==> src/rtl/alu_share_arbiter.sv <==
// Round-robin arbiter that time-shares one combinational ALU between two
// valid/ready requesters; one operation in flight, result returned per requester.
module alu_share_arbiter #(
    parameter int WIDTH = 32
) (
    input  logic             clk,
    input  logic             reset,
    input  logic             req0_valid,
    output logic             req0_ready,
    input  logic [WIDTH-1:0] req0_a,
    input  logic [WIDTH-1:0] req0_b,
    input  logic [2:0]       req0_op,
    input  logic             req1_valid,
    output logic             req1_ready,
    input  logic [WIDTH-1:0] req1_a,
    input  logic [WIDTH-1:0] req1_b,
    input  logic [2:0]       req1_op,
    output logic             rsp0_valid,
    input  logic             rsp0_ready,
    output logic [WIDTH-1:0] rsp0_result,
    output logic             rsp0_zero,
    output logic             rsp0_sign,
    output logic             rsp0_err,
    output logic             rsp1_valid,
    input  logic             rsp1_ready,
    output logic [WIDTH-1:0] rsp1_result,
    output logic             rsp1_zero,
    output logic             rsp1_sign,
    output logic             rsp1_err,
    output logic [WIDTH-1:0] alu_srca,
    output logic [WIDTH-1:0] alu_srcb,
    output logic [2:0]       alu_ctrl,
    input  logic [WIDTH-1:0] alu_result,
    input  logic             alu_zero,
    input  logic             alu_sign,
    output logic             busy
);

    typedef enum logic [1:0] {IDLE, EXEC, RESP} state_t;

    state_t                      state, state_nxt;
    logic                        last_grant;
    logic                        owner;
    logic                        err_q;
    logic [1:0]                  req_vld;
    logic [1:0]                  rsp_rdy;
    logic [1:0]                  grant;
    logic [1:0]                  rsp_vld;
    logic                        accept;
    logic                        hshake;
    logic [1:0][WIDTH-1:0]       res_q;
    logic [1:0]                  zero_q;
    logic [1:0]                  sign_q;

    assign req_vld = {req1_valid, req0_valid};
    assign rsp_rdy = {rsp1_ready, rsp0_ready};

    always_ff @(posedge clk or posedge reset) begin
        if (reset) state <= IDLE;
        else       state <= state_nxt;
    end

    // Grant is gated by reset so no ready can leak out while reset is held.
    always_comb begin
        state_nxt = state;
        grant     = 2'b00;
        accept    = 1'b0;
        hshake    = 1'b0;
        case (state)
            IDLE: begin
                if (!reset) begin
                    if (req_vld == 2'b11) grant = last_grant ? 2'b01 : 2'b10;
                    else                  grant = {req_vld[1] & ~req_vld[0], req_vld[0]};
                end
                if (|grant) begin
                    accept    = 1'b1;
                    state_nxt = EXEC;
                end
            end
            EXEC: state_nxt = RESP;
            RESP: begin
                if (rsp_rdy[owner]) begin
                    hshake    = 1'b1;
                    state_nxt = IDLE;
                end
            end
            default: state_nxt = IDLE;
        endcase
    end

    always_ff @(posedge clk or posedge reset) begin
        if (reset) begin
            last_grant <= 1'b1;
            owner      <= 1'b0;
            err_q      <= 1'b0;
            alu_srca   <= '0;
            alu_srcb   <= '0;
            alu_ctrl   <= 3'b000;
            res_q      <= '0;
            zero_q     <= 2'b00;
            sign_q     <= 2'b00;
        end else begin
            if (accept) begin
                owner    <= grant[1];
                alu_srca <= grant[1] ? req1_a  : req0_a;
                alu_srcb <= grant[1] ? req1_b  : req0_b;
                alu_ctrl <= grant[1] ? req1_op : req0_op;
                err_q    <= (grant[1] ? req1_op : req0_op) == 3'b011;
            end
            if (state == EXEC) begin
                res_q[owner]  <= alu_result;
                zero_q[owner] <= alu_zero;
                sign_q[owner] <= alu_sign;
            end
            if (hshake) last_grant <= owner;
        end
    end

    assign rsp_vld[0] = (state == RESP) && !owner;
    assign rsp_vld[1] = (state == RESP) &&  owner;

    assign req0_ready  = grant[0];
    assign req1_ready  = grant[1];
    assign rsp0_valid  = rsp_vld[0];
    assign rsp1_valid  = rsp_vld[1];
    assign rsp0_result = res_q[0];
    assign rsp1_result = res_q[1];
    assign rsp0_zero   = zero_q[0];
    assign rsp1_zero   = zero_q[1];
    assign rsp0_sign   = sign_q[0];
    assign rsp1_sign   = sign_q[1];
    assign rsp0_err    = rsp_vld[0] & err_q;
    assign rsp1_err    = rsp_vld[1] & err_q;
    assign busy        = (state != IDLE);

endmodule

==> config.mk <==
export PLATFORM = sky130hd
export DESIGN_NAME = alu_share_arbiter
export DESIGN_NICKNAME = d
export VERILOG_FILES = /design/src/rtl/alu_share_arbiter.sv
export SDC_FILE = /design/constraint.sdc
export NUM_CORES = 1
export LEC_CHECK = 0
export CAP_MARGIN = 20
export CORE_UTILIZATION = 39
export DETAILED_ROUTE_END_ITERATION = 8
export PLACE_DENSITY = 0.8
export SYNTH_ARGS = -nofsm -noshare
export SYNTH_HDL_FRONTEND = slang
export SYNTH_SLANG_ARGS = --single-unit
==> constraint.sdc <==
create_clock -name clk -period 5.4 [get_ports clk]
set_clock_uncertainty 0.15 [all_clocks]
set_input_delay 1.08 -clock clk [delete_from_list [all_inputs] [get_ports clk]]
set_output_delay 1.08 -clock clk [all_outputs]
set_load 0.01 [all_outputs]
Yosys cells after proc, flatten, opt, wreduce, memory -nomap -nowiden
Cells that the tools add are included.
{ "op_classes": {"order_cmp": 2, "n_eq_ne": 6, "n_mux": 24, "bitwise_logic": 4, "n_reduce_logical": 8} }
{ "op_table": {"columns": ["op", "count"], "rows": [
  ["two-way mux 32 bit", 3],
  ["bitwise mux 64 bit", 1],
  ["demux 32 bit (select 1 bit)", 1],
  ["two-way mux 2 bit", 7],
  ["two-way mux 1 bit", 7],
  ["case mux 2 bit (3 select lines)", 1],
  ["bitwise mux 2 bit", 2],
  ["equality test 2 bit (second input constant)", 2],
  ["!= test 2 bit (second input constant)", 2],
  ["AND 1 bit", 3],
  ["equality test 3 x 2 -> 1 bit (second input constant)", 1],
  ["logical AND 1 bit", 3],
  ["two-way mux 3 bit", 1],
  ["equality test 2 x 1 -> 1 bit (second input constant)", 1],
  ["logical NOT 2 bit", 1],
  ["less-than comparator 1 x 2 -> 1 bit (second input constant)", 1],
  ["AND reduction 2 bit", 1],
  ["nonzero test 2 bit", 1],
  ["OR reduction 2 bit", 1],
  ["demux 1 bit (select 1 bit)", 1],
  ["greater-or-equal comparator 1 bit (second input constant)", 1],
  ["logical NOT 1 bit", 1],
  ["inverter 1 bit", 1]
]} }
{ "word_totals": {"regBits": 140, "input_bits": 174, "out_inout_bits": 142} }

Logic depth before layout (Yosys ltp)
Gate-level depths: netlist of run 1.
{ "depth": {"word_depth": 8, "depth_mapped": 7, "mapped_depth_nobuf": 4} }

Worst setup path before layout of run 1
OpenSTA, ideal clock, no wires.
{ "synth_timing": {"kind": "input -> output", "from": "input port req1_valid", "to": "output port req1_ready", "arrival_time_ns": 1.846, "required_time_ns": 4.170, "setup_slack_ns": 2.324, "path_stages": 5, "cell_sequence": "a21boi_1 -> nand2_1 -> buf_4 -> buf_6 -> inv_1"} }
{ "synth_via": {"elab_chain_cells": 5, "elab_cells_between_ends": 6, "cone_classes": "1 x eq/ne; 4 x mux; 1 x bitwise"} }
{ "synth_rtl": {"columns": ["element", "line", "rtl"], "rows": [
  ["start: declaration", "13", "input logic req1_valid,"],
  ["equality test 2 bit / AND 1 bit (equally long branches)", "72, 73", null],
  ["two-way mux 2 bit (*)", "72", "if (req_vld == 2'b11) grant = last_grant ? 2'b01 : 2'b10;"],
  ["two-way mux 2 bit (*)", "71", "if (!reset) begin"],
  ["two-way mux 2 bit (*) (2 in a row)", "69", "case (state)"],
  ["end: declaration", "14", "output logic req1_ready,"]
]} }
Mark *: on every way between the ends. The rest lies on a longest branch, timed or not. The select of a mux whose other input is x is not followed.

Worst setup path in the final report of run 1
{ "layout_timing": {"from": "input port reset", "to": "output port req1_ready"} }
{ "layout_via": {"elab_chain_cells": 3} }
{ "layout_rtl": {"columns": ["element", "line", "rtl"], "rows": [
  ["start: declaration", "7", "input logic reset,"],
  ["two-way mux 2 bit", "71", null],
  ["two-way mux 2 bit (2 in a row)", "69", null]
]} }
No other way between the ends. The select of a mux whose other input is x is not followed.

==> impl_metrics.csv, run 1 <==
group,metric,value,unit
power_and_ir_drop,power_frac_comb,0.437,
grt,gr-total-overflow,0,
yosys,yosysSeqAreaShare,0.5985,
yosys,yosys_warnings,0,
place,place_congestion,0.7942,
clocking,cts.repair_timing.setup_buffer_count,0,
layout,syn_to_final_growth,66.92,%
clocking,htreeDepth,4,
setup_path,critPathMaxStageDelay,0.60,ns
place,dp_hpwl,12390,um
layout,layout-drive-gt1-share,0.1391,
job,maxCapViolCount,0,
layout,area.sequential,3505,um^2
yosys,ys_seq_elements,140,
setup_path,setup.worst_path.class,"input pin to output port",
sta,setup_viol,0,
drt,drt-total-wl,16440,um
yosys,synth_area,5856,um^2
power_and_ir_drop,clock_power_share,0.217,
setup_path,crit_path_cell_trace,"clkdlybuf4s50_1 -> nor3_2 -> nand2_4 -> inv_1 -> clkdlybuf4s50_1",
grt,grtUsageTotal,0.2174,
setup_path,start_kind,"input pin",
place,io_buffers,315,
drt,routedWlPerCell,16.86,um
power_and_ir_drop,powerDensity,549.9,nW/um^2
layout,nets,953,
die,rows,44,
yosys,syn_avg_cell_area,12.49,um^2
sta,rsz0062_at_grt,"false",
clocking,tritoncts,"yes",
yosys,ys_async_sr_fraction,1.000,
die,num_io_pins,316,
die,core,14590,um^2
drt,viasPerCell,4.848,
power_and_ir_drop,seqPwrFrac,0.346,
power_and_ir_drop,intPower,3.692,mW
place,pre_cts_ws,1.078,ns
sta,fmax,232.8,MHz
clocking,cts_resized,0,
setup_path,endpoint_kind,"output port",
clocking,clock_sinks,140,
grt,grt_pass1_vias,4947,
clocking,worstSkewPairLatency,0.41,ns
place,place_area,9156,um^2
drt,dr.pass1.iters,4,
drt,drtIter0Drc,227,
die,die_area,15510,um^2
clocking,clock-root-buffer,"clkbuf_16",
yosys,synth-main-ff-cell,"dfrtp_1",
run_status,status,"finished, final reports clean",
sta,fin_crit,4.295,ns
grt,grt_pass1_wl,26010,um
sta,min_period_over_period,0.7954,
power_and_ir_drop,p_sw,1.683,mW
die,start_util,0.4014,
sta,slew_headroom,0.3073,
sta,finalHoldViolations,0,
yosys,synth.net_count,643,
clocking,clkTransAtPathRegs,0.06,ns
drt,dr_total_vias,4727,
sta,maxSlewViolCount,0,
layout,fin_area,9774,um^2
yosys,synth_cell_types,25,
clocking,clock_path_buffers,2,
setup_path,crit_arrival,3.06,ns
grt,antenna_found_initial,0,
sta,tns,0,ns
worst_hold_path,timing.hold.worst.class,"flop to flop",
layout,multiInputGateArea,2222,um^2
drt,ant_nets,0,
setup_path,critPathRequiredTime,4.17,ns
drt,drc,0,
sta,setup_ws,1.105,ns
clocking,holdBufCountCts,0,
yosys,syn-instance-count,469,
power_and_ir_drop,power_switching_share,0.3131,
grt,grt_max_degree,111,
sta,worst_pin_slew,1.037,ns
setup_path,crit_slowest_cell,"clkdlybuf4s50_1",
power_and_ir_drop,p_leak,4.475,nW
yosys,synth_edf_count,0,
setup_path,crit_top_cell,"clkdlybuf4s50_1",
layout,fill_cells,1065,
layout,n_antenna_cell,0,
die,die_y,124.5,um
die,die_w,124.5,um
clocking,cts_made_buffers,17,
layout,final_util,0.6700,
setup_path,regToRegSetupSlack,2.93,ns
power_and_ir_drop,ir_drop,224.9,uV
setup_path,worstPathMaxFanout,16,
area by class of cell:
cell class / count / share of cell area
clock buffer: 20 / 0.04570
clock inverter: 11 / 0.01472
inverter: 3 / 0.001664
multi-input combinational: 297 / 0.2273
sequential: 140 / 0.3586
tap: 184 / 0.02355
timing repair buffer: 320 / 0.3285
worst paths after layout:
kind	from	to	cells past startpoint
setup reg to reg	last_grant	alu_srcb[1]	5
hold reg to reg	alu_srca[8]	alu_srca[8]	2
setup / recovery	reset	req1_ready	5
min in group asynchronous	reset	rsp1_result[30]	2
hold / removal	alu_srca[8]	alu_srca[8]	2
max in group asynchronous	reset	rsp0_result[1]	3
routing by layer:
metal	global-route usage	wire, um	vias to the layer above
li1	-	-	2246
met1	0.2382	6295	2246
met2	0.3903	8591	212
met3	0.07174	1286	23
met4	0.07583	269	0
met5	0	0	-
per-stage QoR:
step	hold WS, ns	std cells	total power [mW]
after floorplan	0.3292	469	2.826
after global placement	0.3107	943	4.148
after detailed placement	0.3191	943	4.242
after CTS	0.3325	974	5.430
after global routing	0.3486	975	5.679
final	0.3240	975	5.375
cell usage after synthesis, types with 3 or more instances:
| cell type | count | area [um^2] |
|---|---|---|
| nand2b_1 | 5 | 31.28 |
| inv_1 | 3 | 11.26 |
| buf_2 | 17 | 85.08 |
| o21ai_1 | 15 | 75.07 |
| nand2_1 | 70 | 262.8 |
| clkbuf_1 | 10 | 37.54 |
| o21ai_0 | 53 | 265.3 |
| nor2_1 | 3 | 11.26 |
| mux2i_1 | 68 | 680.7 |
| mux2_2 | 69 | 777.0 |
| dfrtp_1 | 139 | 3478 |
power groups by stage:
stage | registers [mW] | clock network [mW] | logic (mW)
after floorplan | 2.07 | 0 | 0.753
after global placement | 1.83 | 0 | 2.32
after detailed placement | 1.87 | 0 | 2.37
after CTS | 1.86 | 1.19 | 2.38
after global routing | 1.93 | 1.24 | 2.51
final | 1.86 | 1.17 | 2.35
cells by family after synthesis:
| kind of cell | synth area share |
|---|---|
| buffers and inverters | 0.02607 |
| AND/OR/NAND/NOR | 0.06261 |
| AO/OA/AOI/OAI | 0.06389 |
| flip-flops | 0.5985 |
| multiplexers | 0.2489 |
layout by cell type, fill, tap and decap left out, drive strengths merged, types with 4 or more instances in the layout:
master         Yosys  final
clkinv             0      6
clkbuf            10     20
o21ai             68     68
mux2i             68     68
buf               19      5
nand2b             5      5
nor2               4      4
nand2             70     70
clkdlybuf4s50      0    315
dfrtp            139    139
mux2              69     69
inv                3      4
critical path: cells and delay by family:
kind	cells	cell delay [ns]
buffers and inverters	3	1.23
AND/OR/NAND/NOR	2	0.75
registers in the layout, summed over array words and instances, names as in the netlist:
signal       count
zero_q           2
owner            1
sign_q           2
last_grant       1
err_q            1
rsp1_result     32
state            2
rsp0_result     32
alu_ctrl         3
alu_srcb        32
alu_srca        32
Note: power is estimated with default switching activity, not from simulation.
==> inputs of run 2 (changes only) <==
==> constraint.sdc (replaced) <==
create_clock -name clk -period 4.1 [get_ports clk]
set_clock_uncertainty 0.15 [all_clocks]
set_input_delay 0.82 -clock clk [delete_from_list [all_inputs] [get_ports clk]]
set_output_delay 0.82 -clock clk [all_outputs]
set_load 0.01 [all_outputs]
==> run 2 against run 1 <==
  * Hold slack improved by 0.0037 ns
  * Power up 32%
  * Worst setup slack worse by 0.46 ns
  * Clock-buffer cell count is 2 lower
  * Final cell count increased by 0.51%
  * Global-route usage increased by 0.19 points
  * Utilization grew 0.51 points
  * Largest power group unchanged
==> impl_metrics.csv, run 2 (synthesized netlist as in run 1, its figures left out) <==
group,metric,value,unit
run_status,status,"finished, final reports clean",
setup_path,rr_worst_depth,6,
setup_path,critPathRequiredTime,3.13,ns
drt,wl_met2,8430,um
drt,routedWlPerCell,16.72,um
die,rows,44,
die,num_io_pins,316,
layout,layout-drive-gt1-share,0.1470,
clocking,htreeDepth,4,
drt,dr_total_vias,4751,
clocking,holdBufCountCts,0,
job,maxCapViolCount,0,
grt,antenna_found_initial,1,
layout,final_common_cell,"clkdlybuf4s50_1",
drt,drc,0,
layout,n_antenna_cell,0,
sta,worst_pin_slew,0.9868,ns
setup_path,crit_arrival,2.49,ns
setup_path,setup.worst_path.class,"input pin to output port",
setup_path,r2r-start,"last_grant",
grt,grt_max_degree,69,
place,place_area,9198,um^2
clocking,tritoncts,"yes",
layout,fin_area,9849,um^2
die,core,14590,um^2
grt,grt_pass1_vias,4992,
layout,area.sequential,3505,um^2
setup_path,cp-endpoint,"req0_ready",
sta,finalHoldViolations,0,
grt,grt_pass1_wl,26540,um
setup_path,worstPathMaxFanout,3,
sta,slew_headroom,0.3406,
clocking,clkTransAtPathRegs,0.06,ns
drt,drtIter0Drc,187,
die,start_util,0.4014,
power_and_ir_drop,powerDensity,722.6,nW/um^2
setup_path,cp-startpoint,"reset",
clocking,clock_path_buffers,2,
sta,setup_viol,0,
place,io_buffers,315,
power_and_ir_drop,fin_total_pwr,7.117,mW
sta,min_period_over_period,0.8437,
layout,syn_to_final_growth,68.21,%
sta,maxSlewViolCount,0,
setup_path,r2r-end,"err_q",
layout,multiInputGateArea,2222,um^2
die,die_area,15510,um^2
power_and_ir_drop,p_leak,4.500,nW
setup_path,endpoint_kind,"output port",
drt,wl_met3,1236,um
clocking,cts.repair_timing.setup_buffer_count,0,
drt,viasPerCell,4.848,
layout,fill_cells,1078,
layout,mostFrequentLayoutCells,"315 x clkdlybuf4s50_1, 139 x dfrtp_1, 69 x mux2_2, 69 x nand2_1, 68 x mux2i_1",
clocking,worstSkewPairLatency,0.41,ns
place,dp_hpwl,12530,um
place,place_congestion,0.7806,
clocking,clock-root-buffer,"clkbuf_16",
sta,fmax,289.1,MHz
grt,grtUsageTotal,0.2193,
drt,top_layer_used,"met4",
power_and_ir_drop,ir_drop,323.7,uV
setup_path,start_kind,"input pin",
clocking,cts_resized,0,
setup_path,regToRegSetupSlack,1.95,ns
worst_hold_path,timing.hold.worst.class,"flop to flop",
sta,rsz0062_at_grt,"false",
die,die_y,124.5,um
clocking,cts_made_buffers,17,
clocking,clock_sinks,140,
drt,drt-total-wl,16390,um
sta,fin_crit,3.459,ns
sta,tns,0,ns
die,die_w,124.5,um
layout,nets,958,
drt,ant_nets,0,
grt,gr-total-overflow,0,
drt,dr.pass1.iters,4,
drt,m1WireLength,6382,um
## run 2: changes by cell type in the layout (fill, tap and decap cells not counted)
| cell | before | now |
|---|---|---|
| clkinvlp_4 | 1 | 5 |
| buf_4 | 4 | 7 |
| buf_12 | 0 | 2 |
| clkbuf_1 | 2 | 0 |
| clkinv_2 | 4 | 2 |
| clkinv_4 | 2 | 1 |
| inv_6 | 2 | 3 |
## run 2: worst min path at each step
stage / from / to / depth (start not counted) / slack, ns
floorplan: err_q / err_q / 1 / 0.33
global placement: alu_srca[5] / alu_srca[5] / 2 / 0.31
detailed placement: alu_srca[19] / alu_srca[19] / 2 / 0.32
CTS: alu_srca[19] / alu_srca[19] / 2 / 0.33
global route: alu_srca[20] / alu_srca[20] / 2 / 0.36
finish: alu_srca[19] / alu_srca[19] / 2 / 0.33
## run 2: stage by stage
stage / utilization / worst slack, ns / hold slack (ns) / std cells
4_1_cts: 0.6719 / 0.6368 / 0.3336 / 978
2_1_floorplan: - / 1.382 / 0.3292 / 469
5_1_grt: 0.6751 / 0.5649 / 0.3624 / 980
6_report: 0.6751 / 0.6409 / 0.3277 / 980
3_3_place_gp: 0.6304 / 0.6450 / 0.3134 / 947
3_5_place_dp: 0.6304 / 0.6372 / 0.3197 / 947
## run 2: cell type report
class                   instances  share of cell area
flip-flops and latches        140              0.3558
repair buffers                325              0.3323
multi-input cells             297              0.2256
clock buffers                  18             0.04459
well taps                     184             0.02337
clock inverters                13             0.01677
inverters                       3            0.001524
## run 2: per-layer routing
layer / vias up / GRT usage
met2: 206 / 0.3861
met3: 25 / 0.07990
met5: - / 0
met1: 2269 / 0.2449
li1: 2251 / -
met4: 0 / 0.06875
## run 2: worst max-delay path: stages
cell	delay, ns
clkdlybuf4s50_1	0.47
nor3_2	0.41
and3_1	0.22
clkdlybuf4s50_1	0.57
## run 2: report_power, final
group | switching, mW | internal [mW]
Clock | 0.592 | 0.972
Combinational | 1.25 | 1.85
Sequential | 0.390 | 2.07
Total | 2.23 | 4.89
